### src/rtl/uart_bridge_pkg.sv
// Shared register map, STATUS/IRQ_EN bit positions and TX drain FSM states
// for the uart_bridge block.
package uart_bridge_pkg;

  localparam logic [3:0] REG_DATA   = 4'h0;
  localparam logic [3:0] REG_STATUS = 4'h4;
  localparam logic [3:0] REG_BAUD   = 4'h8;
  localparam logic [3:0] REG_IRQ_EN = 4'hC;

  localparam int ST_TX_FULL    = 0;
  localparam int ST_TX_EMPTY   = 1;
  localparam int ST_RX_VALID   = 2;
  localparam int ST_RX_OVERRUN = 3;
  localparam int ST_BUSY       = 4;

  localparam int IE_RX = 0;
  localparam int IE_TX = 1;

  typedef enum logic [1:0] {
    IDLE,
    ISSUE,
    WAIT_HI,
    WAIT_LO
  } tx_state_t;

endpackage

### src/rtl/uart_bridge_fifo.sv
// Synchronous FIFO with first-word fall-through output. A push into a full
// FIFO is accepted only when a pop happens in the same cycle.
module uart_fifo #(
  parameter int unsigned WIDTH = 8,
  parameter int unsigned DEPTH = 8
) (
  input  logic             clk,
  input  logic             rst,
  input  logic             push,
  input  logic             pop,
  input  logic [WIDTH-1:0] din,
  output logic [WIDTH-1:0] dout,
  output logic             full,
  output logic             empty
);

  localparam int unsigned AW = $clog2(DEPTH);

  logic [AW:0]      wr_ptr_q, rd_ptr_q;
  logic [WIDTH-1:0] mem_q [DEPTH];
  logic             do_push, do_pop;

  // The extra pointer MSB distinguishes full from empty when indices match.
  assign empty   = (wr_ptr_q == rd_ptr_q);
  assign full    = (wr_ptr_q[AW] != rd_ptr_q[AW]) &&
                   (wr_ptr_q[AW-1:0] == rd_ptr_q[AW-1:0]);
  assign do_pop  = pop & ~empty;
  assign do_push = push & (~full | do_pop);
  assign dout    = mem_q[rd_ptr_q[AW-1:0]];

  always_ff @(posedge clk) begin
    if (rst) begin
      wr_ptr_q <= '0;
      rd_ptr_q <= '0;
    end else begin
      if (do_push) wr_ptr_q <= wr_ptr_q + {{AW{1'b0}}, 1'b1};
      if (do_pop)  rd_ptr_q <= rd_ptr_q + {{AW{1'b0}}, 1'b1};
    end
  end

  always_ff @(posedge clk) begin
    if (do_push) mem_q[wr_ptr_q[AW-1:0]] <= din;
  end

endmodule

### src/rtl/uart_bridge.sv
// Memory-mapped front end for the Uart engine: TX/RX FIFOs, STATUS and BAUD
// registers. Optional interrupt output and 0xC register via UART_BRIDGE_IRQ_EN.
module uart_bridge
  import uart_bridge_pkg::*;
#(
  parameter int unsigned DEPTH    = 8,
  parameter logic [31:0] CLK_FREQ = 32'd50_000_000,
  parameter logic [31:0] BAUD_RST = 32'd115200
) (
  input  logic        clk,
  input  logic        rst,
  input  logic [3:0]  addr,
  input  logic [31:0] wdata,
  input  logic        we,
  input  logic        re,
  output logic [31:0] rdata,
  output logic        rvalid,
  output logic        u_write_enable,
  output logic [7:0]  u_data,
  input  logic        u_busy,
  input  logic [7:0]  u_rx_data,
  input  logic        u_out_valid,
  output logic [31:0] baud_rate,
  output logic [31:0] clk_frequency
`ifdef UART_BRIDGE_IRQ_EN
  ,
  output logic        irq
`endif
);

  logic [3:0]  reg_addr;
  logic        wr_data, rd_data, wr_status, wr_baud;
  logic        tx_full, tx_empty, tx_pop;
  logic [7:0]  tx_head;
  logic        rx_full, rx_empty, rx_rise;
  logic [7:0]  rx_head;
  logic        ov_q;
  logic        overrun_q, overrun_d;
  logic [31:0] baud_q, baud_d;
  logic [31:0] rdata_q, rdata_d;
  logic        rvalid_q;
  logic [31:0] status;
  tx_state_t   state_q, state_d;
  logic        wait_cnt_q, wait_cnt_d;
  logic        unused_addr;

  assign reg_addr    = {addr[3:2], 2'b00};
  assign unused_addr = ^addr[1:0];
  assign wr_data     = we && (reg_addr == REG_DATA);
  assign rd_data     = re && (reg_addr == REG_DATA);
  assign wr_status   = we && (reg_addr == REG_STATUS);
  assign wr_baud     = we && (reg_addr == REG_BAUD);

  assign tx_pop         = (state_q == ISSUE);
  assign u_write_enable = (state_q == ISSUE);
  assign u_data         = (state_q == ISSUE) ? tx_head : 8'h00;
  assign rx_rise        = u_out_valid & ~ov_q;

  assign rdata         = rdata_q;
  assign rvalid        = rvalid_q;
  assign baud_rate     = baud_q;
  assign clk_frequency = CLK_FREQ;

  uart_fifo #(.WIDTH(8), .DEPTH(DEPTH)) u_tx_fifo (
    .clk   (clk),
    .rst   (rst),
    .push  (wr_data),
    .pop   (tx_pop),
    .din   (wdata[7:0]),
    .dout  (tx_head),
    .full  (tx_full),
    .empty (tx_empty)
  );

  uart_fifo #(.WIDTH(8), .DEPTH(DEPTH)) u_rx_fifo (
    .clk   (clk),
    .rst   (rst),
    .push  (rx_rise),
    .pop   (rd_data),
    .din   (u_rx_data),
    .dout  (rx_head),
    .full  (rx_full),
    .empty (rx_empty)
  );

  // WAIT_HI gives the Uart two cycles to raise busy; otherwise the byte is abandoned.
  always_comb begin
    state_d    = state_q;
    wait_cnt_d = wait_cnt_q;
    case (state_q)
      IDLE:    if (!tx_empty && !u_busy) state_d = ISSUE;
      ISSUE: begin
        state_d    = WAIT_HI;
        wait_cnt_d = 1'b0;
      end
      WAIT_HI: begin
        if (u_busy)          state_d = WAIT_LO;
        else if (wait_cnt_q) state_d = IDLE;
        else                 wait_cnt_d = 1'b1;
      end
      WAIT_LO: if (!u_busy) state_d = IDLE;
      default: state_d = IDLE;
    endcase
  end

  // A concurrent DATA read frees a slot, so a full RX FIFO only overruns without one.
  always_comb begin
    overrun_d = overrun_q;
    if (wr_status && wdata[ST_RX_OVERRUN]) overrun_d = 1'b0;
    if (rx_rise && rx_full && !rd_data)   overrun_d = 1'b1;
  end

  always_comb begin
    baud_d = baud_q;
    if (wr_baud && (wdata != 32'd0)) baud_d = wdata;
  end

  always_comb begin
    status                = '0;
    status[ST_TX_FULL]    = tx_full;
    status[ST_TX_EMPTY]   = tx_empty;
    status[ST_RX_VALID]   = ~rx_empty;
    status[ST_RX_OVERRUN] = overrun_q;
    status[ST_BUSY]       = u_busy;
  end

`ifdef UART_BRIDGE_IRQ_EN
  logic [1:0] irq_en_q, irq_en_d;
  logic       irq_q, irq_d;

  assign irq = irq_q;

  always_comb begin
    irq_en_d = irq_en_q;
    if (we && (reg_addr == REG_IRQ_EN)) irq_en_d = wdata[1:0];
    irq_d = (irq_en_q[IE_RX] & ~rx_empty) |
            (irq_en_q[IE_TX] & tx_empty & (state_q == IDLE));
  end

  always_ff @(posedge clk) begin
    if (rst) begin
      irq_en_q <= 2'b00;
      irq_q    <= 1'b0;
    end else begin
      irq_en_q <= irq_en_d;
      irq_q    <= irq_d;
    end
  end
`endif

  always_comb begin
    rdata_d = '0;
    case (reg_addr)
      REG_DATA:   if (!rx_empty) rdata_d = {24'h0, rx_head};
      REG_STATUS: rdata_d = status;
      REG_BAUD:   rdata_d = baud_q;
`ifdef UART_BRIDGE_IRQ_EN
      REG_IRQ_EN: rdata_d = {30'h0, irq_en_q};
`endif
      default:    rdata_d = '0;
    endcase
  end

  always_ff @(posedge clk) begin
    if (rst) begin
      state_q    <= IDLE;
      wait_cnt_q <= 1'b0;
      ov_q       <= 1'b0;
      overrun_q  <= 1'b0;
      baud_q     <= BAUD_RST;
      rdata_q    <= '0;
      rvalid_q   <= 1'b0;
    end else begin
      state_q    <= state_d;
      wait_cnt_q <= wait_cnt_d;
      ov_q       <= u_out_valid;
      overrun_q  <= overrun_d;
      baud_q     <= baud_d;
      rvalid_q   <= re;
      if (re) rdata_q <= rdata_d;
    end
  end

endmodule

### config.mk
export PLATFORM = sky130hd
export DESIGN_NAME = uart_bridge
export DESIGN_NICKNAME = d
export VERILOG_FILES = /design/src/rtl/uart_bridge_pkg.sv /design/src/rtl/uart_bridge_fifo.sv /design/src/rtl/uart_bridge.sv
export SDC_FILE = /design/constraint.sdc
export NUM_CORES = 1
export LEC_CHECK = 0
export BUFFER_PORTS_ARGS = -buffer_cell sky130_fd_sc_hd__buf_2
export CORE_MARGIN = 4
export CORE_UTILIZATION = 45
export DETAILED_ROUTE_END_ITERATION = 16
export PLACE_DENSITY = 0.63
export SYNTH_ARGS = -nofsm -noshare
export SYNTH_HDL_FRONTEND = slang
export SYNTH_HIERARCHICAL = 1
export SYNTH_SLANG_ARGS = --single-unit
### constraint.sdc
create_clock -name clk -period 6.25 [get_ports clk]
set_clock_uncertainty 0.05 [all_clocks]
set_input_delay 1.25 -clock clk [delete_from_list [all_inputs] [get_ports clk]]
set_output_delay 1.25 -clock clk [all_outputs]
set_load 0.05 [all_outputs]
## After elaboration in Yosys (flattened, before gate mapping)

Memories as Yosys holds them, arrays and structs flattened. A register that Yosys moved wholly into a read port is not among the register bits.
Cells that the tools add are included.

| cells by class | value |
|---|---|
| reduce and logical (&&, ||, !) cells | 21 |
| mux-type cells | 20 |
| shifts and indexed selects | 0 |
| bitwise operators | 12 |
| $add $sub $neg | 4 |
| $mul | 0 |
| $lt $le $gt $ge | 0 |
| divide/modulo/power cells | 0 |
| eq/ne operators | 15 |

Operator list:

| kind | count |
|---|---|
| 32-bit case mux with 3 select lines | 1 |
| 32-bit nonzero test | 1 |
| 4-bit by 1-bit adder with 4-bit output (second input constant) | 4 |
| 8-bit two-way mux | 2 |
| 3-bit two-way mux | 4 |
| 1-bit logical AND | 11 |
| 4-bit == test | 2 |
| 2-bit two-way mux | 4 |
| 2-bit case mux with 4 select lines | 1 |
| 1-bit two-way mux | 7 |
| 2-bit == test (second input constant) | 3 |
| 3-bit == test | 2 |
| 2-bit inequality test (second input constant) | 3 |
| 1-bit AND | 5 |
| 1-bit NOT | 5 |
| 2-bit by 1-bit == test with 1-bit output (second input constant) | 2 |
| 4-bit zero test | 1 |
| 2-bit nonzero test | 2 |
| 1-bit zero test | 3 |
| 3-bit inequality test (second input constant) | 1 |
| 3-bit AND reduction | 1 |
| 2-bit zero test | 1 |
| 1-bit inequality test | 2 |
| 1-bit OR | 2 |
| other kinds (2) | 2 |

| word-level totals | value |
|---|---|
| latch bits | 0 |
| memories kept | 2 |
| bits in registers | 86 |
| memory bits (writable) | 128 |
| bits in read-only memories | 0 |

Memories:

| memory | words | bits a word | read ports | clocked after Yosys merged registers in | write ports | line | text |
|---|---|---|---|---|---|---|---|
| u_rx_fifo.mem_q | 8 | 8 | 1 | 1 | 1 | uart_bridge_fifo.sv:20 | `logic [WIDTH-1:0] mem_q [DEPTH];` |
| u_tx_fifo.mem_q | 8 | 8 | 1 | 1 | 1 | uart_bridge_fifo.sv:20 |  |

## Logic depth before layout (Yosys ltp)

Gate-level depths: netlist of run 1.

| depth | value |
|---|---|
| depth after elaboration | 7 |
| mapped depth | 8 |
| depth with buffers taken out | 7 |

## Cells and area by module

The synthesis of run 1 kept the hierarchy.

By module, submodules not included:

| module | cells each | area an instance (um^2) | instances |
|---|---|---|---|
| uart_fifo | 164 | 3016.6 | 2 |
| uart_bridge | 320 | 3180.6 | 1 |

## Worst setup path before layout of run 1

Ideal clock, no wire load.

| timing | value |
|---|---|
| path kind | input to register |
| from | input port addr[3] |
| to | memory u_tx_fifo.mem_q[0][0] (enable) |
| buffers on the path | 1 |
| data required time | 5.805 ns |
| arrival time | 2.931 ns |
| stages on the path | 4 |
| path slack | 2.874 ns |
| cells stage by stage | buf_1 -> nor3b_1 -> o21ai_0 -> nor4_1 |

| between the ends | value |
|---|---|
| cells in the longest elaborated chain, start to end | 5 |

Ends and longest elaborated chain:

| what | line | text |
|---|---|---|
| start, declared | uart_bridge.sv:12 | `input logic [3:0] addr,` |
| 4-bit zero test | uart_bridge.sv:49 | `assign wr_data = we && (reg_addr == REG_DATA);` |
| 1-bit logical AND | uart_bridge.sv:49 |  |
| named net wr_data | uart_bridge.sv:32 | `logic wr_data, rd_data, wr_status, wr_baud;` |
| 1-bit AND | uart_bridge_fifo.sv:28 | `assign do_push = push & (~full \| do_pop);` |
| 1-bit two-way mux | uart_bridge_fifo.sv:42 | `if (do_push) mem_q[wr_ptr_q[AW-1:0]] <= din;` |
| 1-bit two-way mux (not written as such) | uart_bridge_fifo.sv:42 |  |
| end, declared | uart_bridge_fifo.sv:20 |  |

The timed path passes the listed nets, and every way through them passes these cells.

==> impl_metrics.ini, run 1 <==
[outcome]
status = finished clean

[layout]
drive_gt1_frac = 0.289
final_nets = 820
final_util = 0.527
antenna_cells = 0
nFillCells = 1702
layout_common_cells = edfxtp_1 (128), buf_2 (121), dfxtp_1 (92), nand2b_1 (62), nor2_1 (38)
syn_to_final_growth_pct = 15.4
final_common_cell = edfxtp_1

[timing]
fin_setup_tns_ns = 0
finalCriticalPeriod_ns = 4.07
worstMarginPinSlew_ns = 1.27
slew_viol_final = 0
slew_headroom = 0.145
finalHoldViolCount = 0
fin_crit_sh = 0.652
fmax_mhz = 245
setup_viol = 0
rsz0062_at_grt = no

[critical_path]
path_delay_family = flip-flops
crit_path_top_delay_cell = dfxtp_1
cp_max_fo = 16
critPathLaunchType = register
cp.arrival_ns = 2.77
critical_path_class = register to output port
critPathCaptureType = output port
slowest_delay_ns = 1.03
worst-path-buf-inv = 1
crit_required_ns = 4.95
crit_chain = mux4_2 -> mux2_2 -> and2_1 -> buf_2

[clocking]
numCtsBuffers = 24
ctsResizeCount = 0
cts_max_level = 1
root_buffer = clkbuf_16
clkLatencyLatePin_ns = 0.50
cts_setup_buffers = 0
cts.sinks = 220
hold_buffers = 0
cts_max_path_buffers = 3
clk_pin_slew_ns = 0.05
cts_tree = yes

[yosys]
synth_warnings = 6
syn_inst = 648
synth-seq-cells = 220
synth.avg_cell_area_um2 = 14.2
synth_flop_cell = edfxtp_1
syn-cell-area_um2 = 9210
synth_cell_type_count = 46
async_flop_share = 0
synth-edff-count = 128
ys_seq_area_frac = 0.617

[detailed_routing]
drtPass1Iterations = 4
drc = 0
drt_iter0_drc = 280
routedWlPerCell_um = 18.3
viasPerCell = 5.10
ant_nets = 0
routed_wl_mm = 19.3
num_vias = 5374

[power]
p_leak_nw = 3.92
p_switching_mw = 0.716
p_int_mw = 2.46
vdd_drop_max_mv = 0.203
combPwrFrac = 0.076
p_sw_frac = 0.226
seqPwrFrac = 0.497
power_density_nw_per_um2 = 298
clkPwrFrac = 0.427

[global_routing]
grt_pass1_vias = 5464
grt_max_degree = 59
grt-ovfl-total = 0
grt_pass1_wl_mm = 29.5
track_usage = 0.165
antenna_found_initial = 1

[placement]
gp_congestion = 0.804
dp_hpwl_mm = 13.6
portBuffers = 121

[floorplan]
core_um2 = 20200
die_h_um = 151
dieWidth_um = 151
io_pins = 156
rows = 52
die_area_um2 = 22800
start_util = 0.457

[hold_path]
hp-class = register to register

[flow_run]
cap_violations = 0
worst register-to-register path, cell delays in order, from the launching register on:
cell and delay (ns):
dfxtp_1 1.03, mux4_2 0.62, mux2_2 0.31, nor3b_1 0.16
a21oi_1 0.12, a2bb2oi_1 0.16, nor2_1 0.05
flip-flops by register name (all words and copies together) (netlist names), 2 cells and up, named ones only:
signal	count
u_rx_fifo/rd_ptr_q	4
u_rx_fifo/mem_q	64
u_tx_fifo/wr_ptr_q	4
u_rx_fifo/wr_ptr_q	4
baud_rate	32
u_tx_fifo/rd_ptr_q	4
rdata	32
state_q	2
u_tx_fifo/mem_q	64
layer usage:
metal  up-vias  global-route usage  routed length, um
met4         2              0.0444                387
met2        90               0.296              10300
met1      2664               0.206               7900
met3        32              0.0284                698
li1       2586                   -                  -
met5         -                   0                 20
worst paths after layout:
path,start,cells after the start,endpoint,slack (ns)
min reg2reg,rdata[13],1,rdata[13],0.43
max,register,4,u_data[7],2.18
max reg2reg,register,6,rdata[7],3.60
min,rdata[13],1,rdata[13],0.43
per-stage QoR:
stage | cell area [um^2] | worst slack [ns] | power, mW | cells | hold slack [ns]
finish | 10600 | 2.18 | 3.17 | 1053 | 0.428
global placement | 9860 | 2.47 | 1.84 | 1010 | 0.409
global route | 10600 | 1.94 | 3.28 | 1053 | 0.436
floorplan | 9330 | 2.87 | 1.80 | 678 | 0.406
detailed placement | 9860 | 2.35 | 1.85 | 1010 | 0.412
CTS | 10600 | 2.07 | 3.21 | 1053 | 0.425
area by class of cell:
cell class | instances | area (um^2) | area share
clock buffer | 36 | 717 | 0.0674
clock inverter | 7 | 55.1 | 0.00518
inverter | 10 | 37.5 | 0.00353
multi-input combinational | 378 | 3120 | 0.293
sequential | 220 | 5690 | 0.535
tap | 270 | 338 | 0.0318
timing repair buffer | 132 | 688 | 0.0647
synthesized netlist by cell type, types with 8 or more instances:
cell type	instances	area [um^2]
edfxtp_1	128	3840
dfxtp_1	92	1840
nand2b_1	62	388
nor2_1	38	143
mux2i_1	36	360
buf_4	34	255
mux4_2	32	721
a22o_1	24	210
mux2_2	20	225
clkbuf_1	16	60.1
nor2b_1	10	62.6
o21ai_0	10	50.1
and2_1	9	56.3
buf_2	9	45.0
nor3_1	9	45.0
inv_1	8	30.0
nor4_1	8	50.1
xnor2_1	8	70.1
power by group through the flow:
stage	Clock [mW]	Combinational (mW)	Sequential, mW
6_report	1.35	0.241	1.58
5_1_grt	1.44	0.260	1.58
4_1_cts	1.39	0.243	1.58
3_5_place_dp	0	0.243	1.61
3_3_place_gp	0	0.237	1.61
2_1_floorplan	0	0.161	1.64
cells by family after synthesis:
kind of cell,share of synthesized area
flops,0.617
simple gates,0.104
mux,0.142
buf+inv,0.0570
compound gates,0.0626
xor+xnor,0.0114
fa+ha+maj,0.00543
other cells,0.000815
Note: power is estimated with default switching activity, not from simulation.
==> run 2, diff against run 1 <==
==> constraint.sdc (replaced) <==
create_clock -name clk -period 3.9 [get_ports clk]
set_clock_uncertainty 0.05 [all_clocks]
set_input_delay 0.78 -clock clk [delete_from_list [all_inputs] [get_ports clk]]
set_output_delay 0.78 -clock clk [all_outputs]
set_load 0.05 [all_outputs]
==> run 2 against run 1 <==
Compared with the run above: sequential share of layout area fell by 0.35 points; global-route usage rose by 0.28 points; final cell count up 0.66%; final area grew 0.66%.
==> impl_metrics.ini, run 2 (same netlist as run 1, synthesis figures left out) <==
[outcome]
status = finished clean

[global_routing]
grt_max_degree = 48
grt_pass1_vias = 5482
grt_pass1_wl_mm = 30.2
track_usage = 0.168
grt-ovfl-total = 0
antenna_found_initial = 2

[detailed_routing]
drt_iter0_drc = 291
viasPerCell = 5.11
num_vias = 5416
drc = 0
routedWlPerCell_um = 18.3
routed_wl_mm = 19.4
drtPass1Iterations = 4
ant_nets = 0

[clocking]
ctsResizeCount = 0
numCtsBuffers = 23
cts_max_level = 1
cts_tree = yes
root_buffer = clkbuf_16
clk_pin_slew_ns = 0.06
cts_setup_buffers = 0
cts.sinks = 220
hold_buffers = 0
cts_max_path_buffers = 3
clkLatencyLatePin_ns = 0.49

[timing]
rsz0062_at_grt = no
finalHoldViolCount = 0
finalCriticalPeriod_ns = 3.24
worstMarginPinSlew_ns = 0.887
fin_hold_ws_ns = 0.425
setup_viol = 0
fin_crit_sh = 0.831
slew_headroom = 0.409
slew_viol_final = 0
fmax_mhz = 309
fin_setup_tns_ns = 0

[floorplan]
dieWidth_um = 151
die_area_um2 = 22800
start_util = 0.457
io_pins = 156
rows = 52
die_h_um = 151
core_um2 = 20200

[critical_path]
critPathLaunchType = register
critical_path_class = register to output port
cp_max_fo = 16
r2r_slack_ns = 1.39
crit_required_ns = 3.07
critPathCaptureType = output port
crit_chain = mux4_2 -> mux2_2 -> and2_1 -> buf_2
crit_path_top_delay_cell = dfxtp_1
slowest_delay_ns = 0.85
cp.arrival_ns = 2.41

[power]
vdd_drop_max_mv = 0.413
p_leak_nw = 3.96
power_density_nw_per_um2 = 485

[layout]
layout_common_cells = edfxtp_1 (128), buf_2 (121), dfxtp_1 (92), nand2b_1 (62), nor2_1 (38)
drive_gt1_frac = 0.295
syn_to_final_growth_pct = 16.2
final_util = 0.531
multi_input_area_um2 = 3120
nFillCells = 1725
regArea_um2 = 5690
final_common_cell = edfxtp_1
final_nets = 827

[placement]
gp_congestion = 0.792
dp_hpwl_mm = 13.6
portBuffers = 121

[hold_path]
hp-class = register to register

[flow_run]
cap_violations = 0
-- run 2: cell count changes in the layout (fill, tap and decap cells not counted) --
cell       delta
clkbuf_16     -2
clkbuf_8      -5
clkinv_1      -3
bufinv_16     +4
clkinv_2      +2
buf_4         +8
diode_2       +1
clkbuf_1      +2
-- run 2: final timing paths --
check / startpoint / depth (start not counted) / endpoint
setup / recovery: register / 4 / u_data[3]
setup reg to reg: register / 6 / rdata[6]
hold / removal: rdata[8] / 1 / rdata[8]
hold reg to reg: rdata[8] / 1 / rdata[8]
-- run 2: metrics by stage --
stage | total power [mW] | std cells | worst slack, ns | area, um^2
floorplan | 2.89 | 678 | 0.994 | 9330
global placement | 2.96 | 1018 | 1.04 | 9920
detailed placement | 2.97 | 1018 | 0.996 | 9920
CTS | 5.24 | 1059 | 0.633 | 10700
global route | 5.38 | 1060 | 0.593 | 10700
finish | 5.19 | 1060 | 0.660 | 10700
-- run 2: worst max-delay path, delay by kind of cell, from the launching register on --
kind	cells	cell delay [ns]
and+or+nand+nor	1	0.13
DFF	1	0.85
muxes	2	0.73
buffers and inverters	1	0.20
-- run 2: layout make-up --
type	count	area share
sequential	220	0.531
multi-input combinational	378	0.291
timing repair buffer	140	0.0699
clock buffer	31	0.0566
tap	270	0.0316
clock inverter	10	0.0162
inverter	10	0.00351
antenna	1	0.000234
-- run 2: report_power, final --
part           internal (mW)  switching (mW)
clock network           1.42           0.856
logic                  0.116           0.276
registers               2.50          0.0310
total                   4.03            1.16
-- run 2: per-layer routing --
layer,GRT usage,wire length (um),vias to the layer above
li1,-,-,2594
met1,0.218,8070,2692
met2,0.286,10100,101
met3,0.0323,821,27
met4,0.0512,369,2
met5,0,11,-
==> run 3, diff against run 2 <==
--- a/config.mk
+++ b/config.mk
@@ -5,11 +5,12 @@
 export SDC_FILE = /design/constraint.sdc
 export NUM_CORES = 1
 export LEC_CHECK = 0
+export ABC_AREA = 1
 export BUFFER_PORTS_ARGS = -buffer_cell sky130_fd_sc_hd__buf_2
 export CORE_MARGIN = 4
 export CORE_UTILIZATION = 45
 export DETAILED_ROUTE_END_ITERATION = 16
-export PLACE_DENSITY = 0.63
+export PLACE_DENSITY = 0.65
 export SYNTH_ARGS = -nofsm -noshare
 export SYNTH_HDL_FRONTEND = slang
 export SYNTH_HIERARCHICAL = 1
==> constraint.sdc (replaced) <==
create_clock -name clk -period 2.6 [get_ports clk]
set_clock_uncertainty 0.05 [all_clocks]
set_input_delay 0.52 -clock clk [delete_from_list [all_inputs] [get_ports clk]]
set_output_delay 0.52 -clock clk [all_outputs]
set_load 0.05 [all_outputs]
==> run 3 against run 2 <==
Compared with the run above: final area is 7.5% higher; clock-buffer cell count is 1 lower; final cell count is 39% higher; sequential share of layout area is 3.7 points lower; sequential power is 53% higher; largest power group unchanged; power is 72% higher; critical path depth is 4 higher; area after synthesis is 3.5% higher.
==> impl_metrics.ini, run 3 <==
[floorplan]
dieWidth_um = 154
io_pins = 156
die_h_um = 154
core_um2 = 20600
start_util = 0.464
die_area_um2 = 23600
rows = 52

[detailed_routing]
num_vias = 7344
wl_met1_mm = 9.98
drt_iter0_drc = 461
maxUsedRoutingLayer = met4
drtPass1Iterations = 7
ant_nets = 0
routed_wl_mm = 23.1
viasPerCell = 4.99
routedWlPerCell_um = 15.7
wl_met2_mm = 11.2
drc = 0
wl_met3_mm = 1.15

[hold_path]
hp-class = primary input to register

[yosys]
synth-edff-count = 128
synth_flop_cell = edfxtp_1
synthTopCellsByCount = nor2_1 (215), nand2_1 (177), edfxtp_1 (128)
synth_warnings = 6
yosysTopAreaCell = edfxtp_1
synth_cell_type_count = 35
synth.avg_cell_area_um2 = 9.18
synth.most_common_cell = nor2_1
synth_top_cell_area_share = 0.403
syn-cell-area_um2 = 9540
syn_inst = 1039
synth-seq-cells = 220
ys_seq_area_frac = 0.596
async_flop_share = 0
synth_area_leaders = edfxtp_1 (40%), dfxtp_1 (19%), nor2_1 (8.5%)

[layout]
layout_common_cells = nor2_1 (212), nand2_1 (177), edfxtp_1 (128), buf_2 (113), nand3_1 (109)
final_common_cell = nor2_1
drive_gt1_frac = 0.206
syn_to_final_growth_pct = 20.7
final_nets = 1237

[global_routing]
grt_max_degree = 62
grt-ovfl-total = 0
antenna_found_initial = 1
grt_pass1_vias = 7014
track_usage = 0.186
grt_pass1_wl_mm = 36.1

[critical_path]
critPathCaptureType = output port
critPathLaunchType = register
crit_required_ns = 2.03
slowest_delay_ns = 0.40
crit_chain = clkbuf_4 -> nor2_1 -> o32ai_1 -> nand2_1 -> nand2_1 -> inv_1 -> nor2_1 -> buf_6
crit_path_top_delay_cell = dfxtp_4
path_delay_family = buffers and inverters
cp_max_fo = 8
critical_path_class = register to output port
worst-path-buf-inv = 3
cp.arrival_ns = 1.96

[timing]
slew_viol_final = 0
worstMarginPinSlew_ns = 0.572
fin_crit_sh = 0.975
worst_slack_ns = 0.0662
fmax_mhz = 395
slew_headroom = 0.617
setup_viol = 0
rsz0062_at_grt = yes
fin_hold_ws_ns = 0.173
finalHoldViolCount = 0
finalCriticalPeriod_ns = 2.53

[clocking]
clk_pin_slew_ns = 0.07
root_buffer = clkbuf_16
cts_tree = yes
cts_max_level = 1
cts_max_path_buffers = 3
numCtsBuffers = 23
clkLatencyLatePin_ns = 0.51
hold_buffers = 0
cts.sinks = 220

[placement]
detailedPlace.worstSlack_ns = 0.465
portBuffers = 121
dp_hpwl_mm = 15.6
gp_congestion = 0.885

[power]
power_density_nw_per_um2 = 775
vdd_drop_max_mv = 0.566
p_leak_nw = 4.97

[flow_run]
cap_violations = 0

[outcome]
status = finished clean
[run 3: cell types whose count changed in the layout (fill, tap and decap cells not counted), sizes merged, moves of 16 or more]
cell,previous run,this run
nand2,6,182
mux2,20,0
nand3,5,112
nand2b,62,0
nor2,38,222
a22o,24,0
a21oi,9,27
buf,140,161
o21ai,10,64
mux2i,36,0
mux4,32,0
o32ai,0,16
inv,10,87
[run 3: report_power, final]
group / switching [mW] / leakage (nW) / internal, mW / total, mW
registers: 0.0772 / 1.91 / 3.78 / 3.86
clock network: 1.35 / 0.384 / 2.13 / 3.48
logic: 1.07 / 2.68 / 0.503 / 1.58
total: 2.50 / 4.97 / 6.42 / 8.92
[run 3: cell families (layout without fill, tap and decap cells)]
| family | count (synthesis) | count (layout) | synth area share |
|---|---|---|---|
| fa+ha+maj | 4 | 4 | 0.00525 |
| xor+xnor | 10 | 10 | 0.0115 |
| buf+inv | 160 | 291 | 0.0784 |
| simple gates | 520 | 520 | 0.234 |
| flops | 220 | 220 | 0.596 |
| other cells | 2 | 33 | 0.000787 |
| compound gates | 123 | 123 | 0.0740 |
[run 3: area by class of cell]
cell class	count	area, um^2
fillers	1818	9050
flip-flops and latches	220	5690
multi-input cells	689	3290
repair buffers	163	1050
clock buffers	30	632
well taps	270	338
inverters	86	325
clock inverters	12	185
diodes	1	2.50
[run 3: metrics by stage]
step / cells / power [mW] / instance area, um^2 / util / setup TNS (ns)
floorplan: 1069 / 4.99 / 9650 / - / 0
global placement: 1425 / 5.32 / 10500 / 0.510 / 0
detailed placement: 1425 / 5.34 / 10500 / 0.510 / 0
CTS: 1467 / 8.83 / 11300 / 0.551 / 0
global route: 1471 / 9.29 / 11500 / 0.560 / -0.133
finish: 1471 / 8.92 / 11500 / 0.560 / 0
[run 3: worst paths after layout]
kind | endpoint | depth (start not counted) | start | slack [ns]
min | ov_q | 3 | u_out_valid | 0.17
max | u_data[5] | 8 | register | 0.07
min reg2reg | wait_cnt_q | 2 | wait_cnt_q | 0.42
max reg2reg | rdata[2] | 9 | register | 0.58
[run 3: metal layers]
layer / vias up / track usage
li1: 3678 / -
met5: - / 0
met3: 47 / 0.0275
met1: 3412 / 0.242
met4: 0 / 0.0685
met2: 207 / 0.316
[run 3: worst register-to-register path, cell delays in order (launching register included)]
cell and delay [ns]:
dfxtp_1 0.33, buf_4 0.33, o21ai_0 0.15, o21ai_0 0.15, a21oi_1 0.07, a31oi_1 0.29
nor2_1 0.08, o31ai_1 0.33, nand2_1 0.11, nand2_1 0.07
[run 3: what timing repair did]
action                     CTS  global route
resized for setup            6            38
setup buffers                0             1
pin swaps                    0             1
setup endpoints to repair    8             8
gates cloned                 0             2
